## config.mk

```make
export PLATFORM = sky130hd
export DESIGN_NAME = uart_fifo_bridge
export DESIGN_NICKNAME = d
export VERILOG_FILES = /design/src/rtl/uart_fifo_bridge.sv
export SDC_FILE = /design/constraint.sdc
export NUM_CORES = 1
export LEC_CHECK = 0
export BUFFER_PORTS_ARGS = -buffer_cell sky130_fd_sc_hd__buf_2
export CAP_MARGIN = 20
export CORE_UTILIZATION = 50
export CTS_BUF_LIST = sky130_fd_sc_hd__clkbuf_16
export DETAILED_ROUTE_END_ITERATION = 6
export GPL_TIMING_DRIVEN = 0
export PLACE_DENSITY = 0.67
export SETUP_SLACK_MARGIN = 0.02
export SLEW_MARGIN = 40
export SYNTH_ARGS = -nofsm -noshare
export SYNTH_HDL_FRONTEND = slang
export SYNTH_SLANG_ARGS = --single-unit
```

## constraint.sdc

```tcl
create_clock -name clk_sys -period 26.8 [get_ports clk_sys]
set_input_delay 1.34 -clock clk_sys [delete_from_list [all_inputs] [get_ports clk_sys]]
set_output_delay 1.34 -clock clk_sys [all_outputs]
set_load 0.03 [all_outputs]
```

## src/rtl/uart_fifo_bridge.sv

```systemverilog
// Byte FIFOs for both directions of the Z80 serial port, plus a drain FSM that
// feeds queued TX bytes to the transmitter one start/busy handshake at a time.
module uart_fifo_bridge #(
   parameter int RX_AW       = 4,
   parameter int TX_AW       = 4,
   parameter int ACK_TIMEOUT = 15
) (
   input  logic             clk_sys,
   input  logic             reset,
   input  logic             rx_valid,
   input  logic [7:0]       rx_data,
   input  logic             rx_pop,
   output logic [7:0]       rx_dout,
   output logic             rx_empty,
   output logic [RX_AW:0]   rx_count,
   output logic             rx_overflow,
   input  logic             tx_push,
   input  logic [7:0]       tx_din,
   output logic             tx_full,
   output logic [TX_AW:0]   tx_count,
   output logic             tx_overflow,
   output logic             tx_timeout,
   input  logic             clr_flags,
   output logic             tx_start,
   output logic [7:0]       tx_data,
   input  logic             tx_busy,
   output logic [1:0]       fsm_state
);
   localparam int RX_DEPTH = 1 << RX_AW;
   localparam int TX_DEPTH = 1 << TX_AW;
   localparam int TW       = $clog2(ACK_TIMEOUT + 1);

   typedef enum logic [1:0] {
      S_IDLE  = 2'd0,
      S_START = 2'd1,
      S_ACK   = 2'd2,
      S_DRAIN = 2'd3
   } state_t;

   state_t state, state_next;

   logic [7:0]       rx_mem [RX_DEPTH];
   logic [RX_AW-1:0] rx_wr_ptr, rx_rd_ptr;
   logic             rx_full, rx_do_pop, rx_do_push, rx_ovf_set;

   logic [7:0]       tx_mem [TX_DEPTH];
   logic [TX_AW-1:0] tx_wr_ptr, tx_rd_ptr;
   logic             tx_empty, tx_pop, tx_do_push, tx_ovf_set;

   logic [TW-1:0]    ack_cnt;
   logic             ack_last, cnt_clr, cnt_inc, to_set;

   // ---------------- RX FIFO ----------------
   assign rx_empty   = (rx_count == '0);
   assign rx_full    = (rx_count == (RX_AW+1)'(RX_DEPTH));
   assign rx_dout    = rx_mem[rx_rd_ptr];
   assign rx_do_pop  = rx_pop && !rx_empty;
   // A pop in the same cycle frees the slot, so a full FIFO still accepts the byte.
   assign rx_do_push = rx_valid && (!rx_full || rx_do_pop);
   assign rx_ovf_set = rx_valid && !rx_do_push;

   always_ff @(posedge clk_sys or posedge reset) begin
      if (reset) begin
         for (int i = 0; i < RX_DEPTH; i++) rx_mem[i] <= 8'h00;
         rx_wr_ptr   <= '0;
         rx_rd_ptr   <= '0;
         rx_count    <= '0;
         rx_overflow <= 1'b0;
      end else begin
         if (rx_do_push) begin
            rx_mem[rx_wr_ptr] <= rx_data;
            rx_wr_ptr         <= rx_wr_ptr + RX_AW'(1);
         end
         if (rx_do_pop) rx_rd_ptr <= rx_rd_ptr + RX_AW'(1);
         case ({rx_do_push, rx_do_pop})
            2'b10:   rx_count <= rx_count + (RX_AW+1)'(1);
            2'b01:   rx_count <= rx_count - (RX_AW+1)'(1);
            default: rx_count <= rx_count;
         endcase
         rx_overflow <= rx_ovf_set || (rx_overflow && !clr_flags);
      end
   end

   // ---------------- TX FIFO ----------------
   assign tx_empty   = (tx_count == '0);
   assign tx_full    = (tx_count == (TX_AW+1)'(TX_DEPTH));
   assign tx_do_push = tx_push && (!tx_full || tx_pop);
   assign tx_ovf_set = tx_push && !tx_do_push;

   always_ff @(posedge clk_sys or posedge reset) begin
      if (reset) begin
         for (int i = 0; i < TX_DEPTH; i++) tx_mem[i] <= 8'h00;
         tx_wr_ptr   <= '0;
         tx_rd_ptr   <= '0;
         tx_count    <= '0;
         tx_overflow <= 1'b0;
      end else begin
         if (tx_do_push) begin
            tx_mem[tx_wr_ptr] <= tx_din;
            tx_wr_ptr         <= tx_wr_ptr + TX_AW'(1);
         end
         if (tx_pop) tx_rd_ptr <= tx_rd_ptr + TX_AW'(1);
         case ({tx_do_push, tx_pop})
            2'b10:   tx_count <= tx_count + (TX_AW+1)'(1);
            2'b01:   tx_count <= tx_count - (TX_AW+1)'(1);
            default: tx_count <= tx_count;
         endcase
         tx_overflow <= tx_ovf_set || (tx_overflow && !clr_flags);
      end
   end

   // ---------------- Drain FSM ----------------
   // Handshake: tx_start is a one-cycle request carrying tx_data; the transmitter
   // acknowledges by raising tx_busy, and the byte is done when tx_busy falls.
   assign ack_last  = (ack_cnt == TW'(ACK_TIMEOUT - 1));
   assign fsm_state = state;

   always_ff @(posedge clk_sys or posedge reset) begin
      if (reset) state <= S_IDLE;
      else       state <= state_next;
   end

   always_comb begin
      state_next = state;
      case (state)
         S_IDLE:  if (!tx_empty && !tx_busy) state_next = S_START;
         S_START: state_next = S_ACK;
         S_ACK: begin
            if (tx_busy)       state_next = S_DRAIN;
            else if (ack_last) state_next = S_IDLE;
         end
         S_DRAIN: if (!tx_busy) state_next = S_IDLE;
         default: state_next = S_IDLE;
      endcase
   end

   always_comb begin
      tx_pop  = 1'b0;
      cnt_clr = 1'b0;
      cnt_inc = 1'b0;
      to_set  = 1'b0;
      case (state)
         S_IDLE:  tx_pop  = !tx_empty && !tx_busy;
         S_START: cnt_clr = 1'b1;
         S_ACK: begin
            if (!tx_busy) begin
               if (ack_last) to_set  = 1'b1;
               else          cnt_inc = 1'b1;
            end
         end
         default: ;
      endcase
   end

   always_ff @(posedge clk_sys or posedge reset) begin
      if (reset) begin
         tx_data    <= 8'h00;
         tx_start   <= 1'b0;
         ack_cnt    <= '0;
         tx_timeout <= 1'b0;
      end else begin
         if (tx_pop) tx_data <= tx_mem[tx_rd_ptr];
         tx_start <= (state_next == S_START);
         if (cnt_clr)      ack_cnt <= '0;
         else if (cnt_inc) ack_cnt <= ack_cnt + TW'(1);
         tx_timeout <= to_set || (tx_timeout && !clr_flags);
      end
   end
endmodule

```

==> flow_summary_export.csv <==
group,metric,value,unit
final_layout,layout_common_cells,"300 x dfrtp_1, 230 x mux2_2, 72 x buf_2, 72 x mux4_2, 44 x nand2_1",
place,place_congestion,0.7550,
grt,grt_pass1_wl,46.01,mm
logic_synthesis,yosysWarnings,0,
logic_synthesis,ys_types,42,
worst_setup_path,critical-path-slowest-cell,"clkbuf_1",
routing,avgViaCountPerCell,5.531,
cts,clk_pin_slew,60,ps
pwr,p_per_area,127.0,mW/mm^2
logic_synthesis,synth_top_cell_by_area,"dfrtp_1",
grt,track_usage,20.51,%
grt,grt_max_degree,79,
pwr,vdd_drop_max,76.14,uV
logic_synthesis,syn-num-nets,968,
sta,drv_slew,0,
status,status,"completed",
worst_setup_path,path_cells,"clkbuf_1, clkbuf_1, buf_2, mux4_2, mux4_2, buf_2",
routing,first_pass_iters,4,
floorplan,num_io_pins,57,
final_layout,final_layout_size_suffix_gt1_share,46.31,%
cts,numCtsBuffers,34,
sta,setup_viol_count_final,0,
routing,drc_errors,0,
floorplan,die_w,169.9,um
cts,ctsResizeCount,0,
floorplan,fp.dieH,169.9,um
worst_setup_path,required,25460,ps
grt,antenna_found_initial,1,
final_layout,fillers,2265,
worst_setup_path,cp-start-kind,"register",
floorplan,fp-row-count,61,
grt,grt_pass1_vias,8358,
worst_setup_path,crit_type,"reg -> out",
logic_synthesis,syn_avg_cell_area,15.25,sq um
floorplan,die_area,0.02886,sq mm
final_layout,postLayoutCoreUtil,57.83,%
final_layout,nNetsFinal,1064,
logic_synthesis,netlist_instances,924,
floorplan,initial_core_util,50.72,%
grt,grt-ovfl-total,0,
logic_synthesis,yosysSeqAreaShare,53.28,%
final_layout,diodes,0,
sta,fmax,213.0,MHz
logic_synthesis,netlist.area_leader.share,53.28,%
sta,setup_tns,0,ps
place,hpwl,19.41,mm
worst_setup_path,crit_path_end_kind,"output port",
floorplan,core,0.02778,sq mm
cts,h-tree-depth,2,
pwr,power.total,2.040,mW
final_layout,stdcell_area,0.01607,sq mm
sta,max_slew_margin,43.29,%
routing,wl,27.81,mm
hold_path,worstHoldPathType,"reg -> reg",
worst_setup_path,path_max_fanout,10,
sta,finalHoldViolCount,0,
final_layout,fin_cells,1421,
worst_setup_path,cpPeakStageDelay,580,ps
routing,num_vias,7859,
final_layout,syn_to_final_growth,14.01,%
cts,cts_tree,"done",
place,dp.cells,1362,
place,numPortBuffers,56,
cts,worstSkewPairLatency,520,ps
final_layout,final_common_cell,"dfrtp_1",
routing,drtIter0Drc,327,
sta,worstMarginPinSlew,846.0,ps
logic_synthesis,ys_seq_elements,300,
pwr,p_leak,7.106,nW
cts,cts_setup_buffers,0,
cts,cts_max_path_buffers,3,
logic_synthesis,yosys-top-cells-area,"dfrtp_1 53%, mux2_2 18%, mux4_2 12%",
sta,finClkSkew,28.69,ps
place,post_dp_cell_area,0.01497,sq mm
logic_synthesis,netlist_area,0.01409,sq mm
worst_setup_path,crit_arrival,3350,ps
cts,cts-root-buf,"clkbuf_16",
flow_run,maxCapViolCount,0,
sta,rsz0062_at_grt,"no",
routing,avgRoutedWirePerCell,19.57,um
sta,min_period,4695,ps
routing,ant_nets,0,
cts,clock-sinks,300,
sta,fin_crit_sh,17.52,%
cts,ctsHoldBuffers,0,
## layer usage
layer / up-vias / GRT usage [%] / wire length, um
met2: 87 / 33.16 / 13360
li1: 3568 / - / -
met3: 32 / 3.209 / 720
met4: 0 / 4.505 / 415
met1: 4172 / 29.40 / 13310
met5: - / 0 / 0
## sequential cells by signal (all words and copies together) (netlist names), 2 cells and up
name       cells
tx_data        8
fsm_state      2
rx_mem       128
rx_count       5
tx_rd_ptr      4
tx_count       5
rx_wr_ptr      4
rx_rd_ptr      4
ack_cnt        4
tx_mem       128
tx_wr_ptr      4
## kinds of logic (layout without fill, tap and decap cells)
group / Yosys count / in the layout / synth area share (%)
AOI/OAI and AO/OA: 43 / 43 / 1.669
and+or+nand+nor: 112 / 112 / 5.008
xor gates and xnor gates: 24 / 24 / 1.492
DFF: 300 / 300 / 53.28
buffers and inverters: 76 / 195 / 2.300
adders and majority gates: 21 / 21 / 1.918
muxes: 348 / 348 / 34.34
## cells in the mapped netlist (all sizes together)
cell,instances
dfrtp,300
mux2,267
mux4,72
nand2,48
clkbuf,34
buf,24
o21ai,22
ha,20
nor3,19
inv,18
xnor2,15
a21oi,12
and2,9
mux2i,9
nand3,9
xor2,9
nand2b,7
nor2,5
nand4,4
nor2b,3
a21o,2
a31oi,2
nor3b,2
o22ai,2
or3b,2
or4,2
a22oi,1
and4b,1
fa,1
nor4b,1
o211a,1
o31ai,1
## area by class of cell
| class | count | area, sq um | area share [%] |
|---|---|---|---|
| Buffer | 58 | 257.7 | 1.604 |
| Clock buffer | 35 | 875.8 | 5.452 |
| Clock inverter | 24 | 151.4 | 0.9424 |
| Inverter | 18 | 75.07 | 0.4673 |
| Multi-Input combinational cell | 548 | 6335 | 39.43 |
| Sequential cell | 300 | 7507 | 46.73 |
| Tap cell | 378 | 473.0 | 2.944 |
| Timing Repair Buffer | 60 | 390.4 | 2.430 |
## worst paths after layout
kind,start,endpoint,slack [ps],depth (start not counted)
max,rx_rd_ptr[1],rx_dout[1],22110,6
min,tx_data[3],tx_data[3],470,2
max reg2reg,tx_count[1],tx_count[4],23180,15
min reg2reg,tx_data[3],tx_data[3],470,2
max in group asynchronous,reset,rx_overflow,25040,4
min in group asynchronous,reset,tx_data[2],770,2
## where the power goes
part | internal, mW | switching (mW) | total (mW)
clock network | 0.246 | 0.180 | 0.426
registers | 0.670 | 0.113 | 0.783
logic | 0.451 | 0.379 | 0.830
total | 1.37 | 0.672 | 2.04
## metrics by stage
stage               worst slack (ps)  hold slack (ps)
floorplan                      17170            453.2
global placement               13630            452.7
detailed placement             22530            455.5
CTS                            22040            470.7
global route                   21860            491.0
finish                         22110            469.1
## critical path, delay by kind of cell (launching register included)
kind | cells | cell delay [ps]
buffers and inverters | 4 | 1640
muxes | 2 | 880
DFF | 1 | 340
No activity file was read; power rests on OpenSTA's default activity.
